[src/rtl/ex_muldiv_if.sv]
// EX-stage <-> multiply/divide unit bundle: request, HI/LO moves, status and HI/LO readback.
// The EX stage is the master; the muldiv unit is the slave.
interface ex_muldiv_if;
  logic        start;
  logic [1:0]  op;
  logic [31:0] a;
  logic [31:0] b;
  logic        cancel;
  logic        mthi;
  logic        mtlo;
  logic [31:0] wdata;
  logic        busy;
  logic        done;
  logic [31:0] hi;
  logic [31:0] lo;

  modport master (
    output start, op, a, b, cancel, mthi, mtlo, wdata,
    input  busy, done, hi, lo
  );

  modport slave (
    input  start, op, a, b, cancel, mthi, mtlo, wdata,
    output busy, done, hi, lo
  );
endinterface

[src/rtl/ex_muldiv.sv]
// Iterative 32-bit MULT/MULTU/DIV/DIVU unit: 32 CALC cycles after the start edge, then a one-cycle done pulse.
// No backpressure: start is only taken in IDLE/DONE; the pipeline stalls on busy.
module ex_muldiv (
  input  logic      clk,
  input  logic      reset,
  ex_muldiv_if.slave bus
);

  typedef enum logic [1:0] {IDLE, CALC, DONE} state_t;

  state_t      state_q, state_d;
  logic [4:0]  cnt_q;
  logic        div_q;
  logic        neg_q;
  logic        rneg_q;
  logic [31:0] a_q;
  logic [31:0] b_q;
  logic [63:0] p_q;
  logic [31:0] hi_q, lo_q;

  logic        accept;
  logic        finish;
  logic        busy;
  logic        is_signed;
  logic [31:0] a_mag, b_mag;
  logic [32:0] mul_sum;
  logic [63:0] mul_next;
  logic [32:0] div_shift;
  logic [32:0] div_trial;
  logic [63:0] div_next;
  logic [63:0] p_next;
  logic [63:0] mul_res;
  logic [31:0] q_res, r_res;
  logic [63:0] res;

  assign busy      = (state_q == CALC);
  assign accept    = bus.start && !bus.cancel && (state_q != CALC);
  assign finish    = busy && !bus.cancel && (cnt_q == 5'd31);
  assign is_signed = ~bus.op[0];
  assign a_mag     = (is_signed && bus.a[31]) ? (32'd0 - bus.a) : bus.a;
  assign b_mag     = (is_signed && bus.b[31]) ? (32'd0 - bus.b) : bus.b;

  // p_q holds {partial product, multiplier} or {remainder, quotient/dividend}
  assign mul_sum   = {1'b0, p_q[63:32]} + (p_q[0] ? {1'b0, b_q} : 33'd0);
  assign mul_next  = {mul_sum, p_q[31:1]};
  assign div_shift = {p_q[63:32], p_q[31]};
  assign div_trial = div_shift - {1'b0, b_q};
  assign div_next  = div_trial[32] ? {div_shift[31:0], p_q[30:0], 1'b0}
                                   : {div_trial[31:0], p_q[30:0], 1'b1};
  assign p_next    = div_q ? div_next : mul_next;

  assign mul_res   = neg_q  ? (64'd0 - p_next) : p_next;
  assign q_res     = neg_q  ? (32'd0 - p_next[31:0])  : p_next[31:0];
  assign r_res     = rneg_q ? (32'd0 - p_next[63:32]) : p_next[63:32];

  always_comb begin
    res = mul_res;
    if (div_q) begin
      // Divide by zero still runs all iterations, then reports a fixed pattern
      if (b_q == 32'd0) res = {a_q, 32'hFFFF_FFFF};
      else              res = {r_res, q_res};
    end
  end

  always_ff @(posedge clk or negedge reset) begin
    if (!reset) state_q <= IDLE;
    else        state_q <= state_d;
  end

  always_comb begin
    state_d = state_q;
    case (state_q)
      IDLE, DONE: state_d = accept ? CALC : IDLE;
      CALC: begin
        if (bus.cancel)           state_d = IDLE;
        else if (cnt_q == 5'd31)  state_d = DONE;
      end
      default: state_d = IDLE;
    endcase
  end

  always_ff @(posedge clk or negedge reset) begin
    if (!reset) begin
      cnt_q  <= 5'd0;
      div_q  <= 1'b0;
      neg_q  <= 1'b0;
      rneg_q <= 1'b0;
      a_q    <= 32'd0;
      b_q    <= 32'd0;
      p_q    <= 64'd0;
      hi_q   <= 32'd0;
      lo_q   <= 32'd0;
    end else begin
      if (accept) begin
        div_q  <= bus.op[1];
        neg_q  <= is_signed && (bus.a[31] ^ bus.b[31]);
        rneg_q <= is_signed && bus.a[31];
        a_q    <= bus.a;
        b_q    <= b_mag;
        p_q    <= {32'd0, a_mag};
        cnt_q  <= 5'd0;
      end else if (busy) begin
        p_q   <= p_next;
        cnt_q <= cnt_q + 5'd1;
      end

      if (finish) begin
        hi_q <= res[63:32];
        lo_q <= res[31:0];
      end else if (!busy) begin
        if (bus.mthi) hi_q <= bus.wdata;
        if (bus.mtlo) lo_q <= bus.wdata;
      end
    end
  end

  assign bus.busy = busy;
  assign bus.done = (state_q == DONE);
  assign bus.hi   = hi_q;
  assign bus.lo   = lo_q;

endmodule

[src/flat_wrapper.sv]
// flat-port wrapper written by rule: the top's interface ports become plain ports
module ex_muldiv_flat 
  (clk, reset, bus_start, bus_op, bus_a, bus_b, bus_cancel, bus_mthi, bus_mtlo, bus_wdata, bus_busy, bus_done, bus_hi, bus_lo);
  ex_muldiv_if bus_i ();
  input  logic clk;
  input  logic reset;
  input wire logic [$bits(bus_i.start)-1:0] bus_start;
  input wire logic [$bits(bus_i.op)-1:0] bus_op;
  input wire logic [$bits(bus_i.a)-1:0] bus_a;
  input wire logic [$bits(bus_i.b)-1:0] bus_b;
  input wire logic [$bits(bus_i.cancel)-1:0] bus_cancel;
  input wire logic [$bits(bus_i.mthi)-1:0] bus_mthi;
  input wire logic [$bits(bus_i.mtlo)-1:0] bus_mtlo;
  input wire logic [$bits(bus_i.wdata)-1:0] bus_wdata;
  output wire logic [$bits(bus_i.busy)-1:0] bus_busy;
  output wire logic [$bits(bus_i.done)-1:0] bus_done;
  output wire logic [$bits(bus_i.hi)-1:0] bus_hi;
  output wire logic [$bits(bus_i.lo)-1:0] bus_lo;
  assign bus_i.start = bus_start;
  assign bus_i.op = bus_op;
  assign bus_i.a = bus_a;
  assign bus_i.b = bus_b;
  assign bus_i.cancel = bus_cancel;
  assign bus_i.mthi = bus_mthi;
  assign bus_i.mtlo = bus_mtlo;
  assign bus_i.wdata = bus_wdata;
  assign bus_busy = bus_i.busy;
  assign bus_done = bus_i.done;
  assign bus_hi = bus_i.hi;
  assign bus_lo = bus_i.lo;
  ex_muldiv u_core (.clk(clk), .reset(reset), .bus(bus_i));
endmodule
[config.mk]
export PLATFORM = sky130hd
export DESIGN_NAME = ex_muldiv_flat
export DESIGN_NICKNAME = d
export VERILOG_FILES = /design/src/rtl/ex_muldiv_if.sv /design/src/rtl/ex_muldiv.sv /design/src/flat_wrapper.sv
export SDC_FILE = /design/constraint.sdc
export NUM_CORES = 1
export LEC_CHECK = 0
export CORE_ASPECT_RATIO = 0.6
export CORE_MARGIN = 8
export CORE_UTILIZATION = 31
export DETAILED_ROUTE_END_ITERATION = 8
export HOLD_SLACK_MARGIN = 0.06
export REMOVE_ABC_BUFFERS = 1
export SETUP_SLACK_MARGIN = 0.05
export SYNTH_ARGS = -nofsm -noshare
export SYNTH_HDL_FRONTEND = slang
export SYNTH_SLANG_ARGS = --single-unit
[constraint.sdc]
create_clock -name clk -period 4.5 [get_ports clk]
set_clock_uncertainty 0.05 [all_clocks]
set_input_delay 0.9 -clock clk [delete_from_list [all_inputs] [get_ports clk]]
set_output_delay 0.9 -clock clk [all_outputs]
set_load 0.02 [all_outputs]
==> flow_metrics.tcl <==
set metrics [dict create \
    synth_edf_count 0 \
    clk_latency_ns 0.57 \
    cts_max_level 1 \
    setup-tns-final_ns -0.396 \
    place_hpwl_um 70100 \
    finalWorstSetupSlack_ns -0.0943 \
    final.min_clock_period_ns 4.59 \
    worst-path-max-fanout 3 \
    synth_cell_type_count 104 \
    p_comb_frac 0.750 \
    finalPower_mw 18.8 \
    critical-path-top-delay-family "simple AND/OR/NAND/NOR gates" \
    status "complete, but fails checks" \
    synthesis.yosys.warnings 0 \
    all_layer_global_routing_usage 0.256 \
    finalHoldWorstSlack_ns 0.260 \
    worst-endpoint-arrival_ns 5.05 \
    yosysTopAreaCellShare 0.277 \
    synth_top_cell_by_area "sky130_fd_sc_hd__dfrtp_1" \
    critical-path-max-stage-delay_ns 0.57 \
    grt_antenna_before_repair 2 \
    power_frac_seq 0.141 \
    placementRows 69 \
    p_leak_nw 11.8 \
    dpl.cell_count 3651 \
    timing.critical_path.buf_inv 5 \
    share_of_the_cycle_needed_by_the_critical_path_after_routing 1.02 \
    synth.top_cells.by_area "sky130_fd_sc_hd__dfrtp_1, sky130_fd_sc_hd__nand2_1, sky130_fd_sc_hd__o21ai_0" \
    worst-endpoint-required_ns 4.96 \
    power.net_switching_mw 8.95 \
    critical-path-slowest-cell "sky130_fd_sc_hd__or4b_4" \
    crit_type "register to register" \
    fmax_mhz 218 \
    internal-power_mw 9.85 \
    post_drt_wl_per_cell_um 23.9 \
    route.vias.total 21478 \
    clockBufferDepth 3 \
    worst_vdd_drop_v 0.000364 \
    initial_utilization 0.311 \
    finalInstanceArea_um2 27500 \
    floorplan.die_area_um2 67200 \
    setup_viols_final 9 \
    largest_net_degree_at_the_start_of_global_routing 100 \
    worst_path_cell_trace "buf_6, ha_4, fa_2, nor2b_4, o211ai_4, buf_6, a21boi_4, o21ai_4, a21oi_4, nor2_4, nor2_2, ha_2, inv_2, or4b_4, nand2b_4, nand2b_4, nand2b_4, inv_6, nand2_4, nor4_4, buf_4, mux2i_1, a41o_1" \
    num-nets-final 3143 \
    setup_repair_after_global_routing_missed_its_margin "yes" \
    worst_setup_path_start_kind "register" \
    cts.clk_slew.worst_paths_ns 0.07 \
    transition_at_the_pin_with_the_smallest_max_transition_slack_ns 1.17 \
    maxSlewHeadroom 0.216 \
    layout_cells_sized_above_1 0.321 \
    dieHeight_um 204 \
    tritoncts.num_buffers 24 \
    placed_area_um2 24400 \
    slew_violations 0 \
    detail_route.wirelength_um 90200 \
    p_clk_frac 0.110 \
    hold_path.class "input port to asynchronous set/reset pin" \
    clock_sinks 202 \
    seq_area_frac_synth 0.277 \
    place.gp.congestion 0.976 \
    postRouteAntennaNets 0 \
    num_io_pins 170 \
    crit_path_frequent_cell "sky130_fd_sc_hd__nand2b_4" \
    syn-cell-area_um2 18300 \
    grt_remaining_overflow 0 \
    clock-root-buffer "sky130_fd_sc_hd__clkbuf_16" \
    firstDrtPassIters 5 \
    ys_seq_elements 202 \
    syn-mean-instance-area_um2 7.92 \
    ys_async_sr_fraction 1.00 \
    post-route-drc-count 0 \
    cts_tree "done" \
    detailedRoute.firstIterationViolations 2508 \
    power_density_nw_per_um2 684 \
    cell_count_after_synthesis 2307 \
    crit_path_end_kind "register" \
    finish.cell_count_without_fillers 3766 \
    grt_pass1_wl_um 133000 \
    synth_flop_cell "sky130_fd_sc_hd__dfrtp_1" \
    grt_pass1_vias 20838 \
    postLayoutCoreUtil 0.469 \
    pre_cts_setup_slack_ns -0.848 \
    power.switching_fraction 0.476 \
    drt-vias-per-instance 5.70 \
    fillers 5742 \
    hold_violations 0 \
    port_buffers 169 \
    coreArea_um2 58700 \
    die_width_um 329 \
    violations "negative setup slack" \
    cap_viol_max_count 0 \
    area_delta_synth_final_pct 50.6 \
]
==> cell usage after synthesis, types with 27 or more instances <==
| master | n |
|---|---|
| sky130_fd_sc_hd__a21o_1 | 29 |
| sky130_fd_sc_hd__a21oi_1 | 131 |
| sky130_fd_sc_hd__a31oi_1 | 51 |
| sky130_fd_sc_hd__and2_1 | 54 |
| sky130_fd_sc_hd__and3_1 | 33 |
| sky130_fd_sc_hd__clkbuf_1 | 106 |
| sky130_fd_sc_hd__dfrtp_1 | 202 |
| sky130_fd_sc_hd__ha_1 | 70 |
| sky130_fd_sc_hd__inv_1 | 70 |
| sky130_fd_sc_hd__mux2_2 | 37 |
| sky130_fd_sc_hd__mux2i_1 | 56 |
| sky130_fd_sc_hd__nand2_1 | 295 |
| sky130_fd_sc_hd__nand3_1 | 49 |
| sky130_fd_sc_hd__nand4_1 | 27 |
| sky130_fd_sc_hd__nor2_1 | 145 |
| sky130_fd_sc_hd__nor3_1 | 60 |
| sky130_fd_sc_hd__o211ai_1 | 55 |
| sky130_fd_sc_hd__o21ai_0 | 209 |
| sky130_fd_sc_hd__or3_1 | 38 |
| sky130_fd_sc_hd__xnor2_1 | 103 |
| sky130_fd_sc_hd__xor2_1 | 61 |
==> kinds of logic (layout without fill, tap and decap cells) <==
group           Yosys count  after routing  share of synthesized area
simple gates            835            835                      0.229
compound gates          736            736                      0.267
buf+inv                 205            882                     0.0452
flops                   202            202                      0.277
xor+xnor                164            164                     0.0787
mux                      93             93                     0.0535
fa+ha+maj                72             72                     0.0502
other cells               0              1                          0
==> area by class of cell <==
| cell class | count | area (um2) | area share |
|---|---|---|---|
| timing repair buffer | 768 | 6490 | 0.236 |
| multi-input combinational | 1900 | 13900 | 0.506 |
| clock buffer | 29 | 661 | 0.0240 |
| inverter | 71 | 272 | 0.00987 |
| antenna | 1 | 2.50 | 0.0000910 |
| tap | 781 | 977 | 0.0355 |
| sequential | 202 | 5060 | 0.184 |
| clock inverter | 14 | 119 | 0.00432 |
==> worst register-to-register path, cell delays in order, from the launching register on <==
cell	delay, ns
sky130_fd_sc_hd__dfrtp_1	0.40
sky130_fd_sc_hd__buf_6	0.13
sky130_fd_sc_hd__ha_4	0.16
sky130_fd_sc_hd__fa_2	0.38
sky130_fd_sc_hd__nor2b_4	0.16
sky130_fd_sc_hd__o211ai_4	0.14
sky130_fd_sc_hd__buf_6	0.15
sky130_fd_sc_hd__a21boi_4	0.17
sky130_fd_sc_hd__o21ai_4	0.09
sky130_fd_sc_hd__a21oi_4	0.20
sky130_fd_sc_hd__nor2_4	0.10
sky130_fd_sc_hd__nor2_2	0.15
sky130_fd_sc_hd__ha_2	0.22
sky130_fd_sc_hd__inv_2	0.06
sky130_fd_sc_hd__or4b_4	0.57
sky130_fd_sc_hd__nand2b_4	0.17
sky130_fd_sc_hd__nand2b_4	0.14
sky130_fd_sc_hd__nand2b_4	0.19
sky130_fd_sc_hd__inv_6	0.10
sky130_fd_sc_hd__nand2_4	0.09
sky130_fd_sc_hd__nor4_4	0.22
sky130_fd_sc_hd__buf_4	0.15
sky130_fd_sc_hd__mux2i_1	0.19
sky130_fd_sc_hd__a41o_1	0.19
==> registers in the layout, summed over array words and instances, names as in the netlist, 2 cells and up <==
register and count:
u_core.p_q 64, u_core.a_q 32, u_core.b_q 32, u_core.bus.hi 32, u_core.bus.lo 32, u_core.cnt_q 5, u_core.state_q 2
==> placed cells by master, fill, tap and decap left out, drive strengths merged, types with 11 or more instances in the layout <==
cell type	n
or3	38
nand4	29
nand2b	21
clkdlybuf4s50	168
nand3	52
o21a	13
nand2	295
nor4	25
a211oi	23
o22ai	18
a21oi	136
o211ai	56
inv	72
or2	15
dfrtp	202
and3	33
a32oi	21
nor3	63
and2	55
nor2	146
ha	70
xnor2	103
o21ai	228
or4	11
a21o	29
a31oi	53
o31ai	22
nor2b	13
a22oi	16
xor2	61
a22o	17
buf	599
mux2i	56
mux2	37
clkbuf	30
==> repair_timing <==
item / CTS / global route
pin swaps: 93 / 131
buffers inserted: 37 / 34
hold buffers: 0 / 0
cloned: 2 / 1
endpoints found under the setup margin: 36 / 35
gates resized for setup: 191 / 182
==> worst paths after layout <==
check                                            start                            end  slack [ns]  depth (start not counted)
max reg2reg                  u_core.b_q[0]$_DFFE_PN0P_  u_core.bus.hi[28]$_DFFE_PN0P_       -0.09                         23
min in group clk           u_core.cnt_q[3]$_DFFE_PN0P_    u_core.cnt_q[3]$_DFFE_PN0P_        0.44                          1
min reg2reg                u_core.cnt_q[3]$_DFFE_PN0P_    u_core.cnt_q[3]$_DFFE_PN0P_        0.44                          1
min                                              reset      u_core.p_q[0]$_DFFE_PN0P_        0.26                          1
max                          u_core.b_q[0]$_DFFE_PN0P_  u_core.bus.hi[28]$_DFFE_PN0P_       -0.09                         23
max in group asynchronous                        reset     u_core.p_q[20]$_DFFE_PN0P_        3.12                          2
==> power by group through the flow <==
stage	registers [mW]	logic (mW)	clock network (mW)
6_report	2.64	14.1	2.06
5_1_grt	2.69	15.0	2.15
4_1_cts	2.62	12.9	2.09
3_5_place_dp	2.64	11.8	0
3_3_place_gp	2.63	11.7	0
2_1_floorplan	2.71	5.71	0
==> layer usage <==
layer	global-route usage	part of all wire	up-vias	routed length, um
met5	0	0	-	0
met4	0.0394	0.017	0	1500
met3	0.0551	0.099	109	8950
met2	0.359	0.40	950	36000
met1	0.398	0.48	10553	43700
li1	-	-	9866	-
Note: power is estimated with default switching activity, not from simulation.
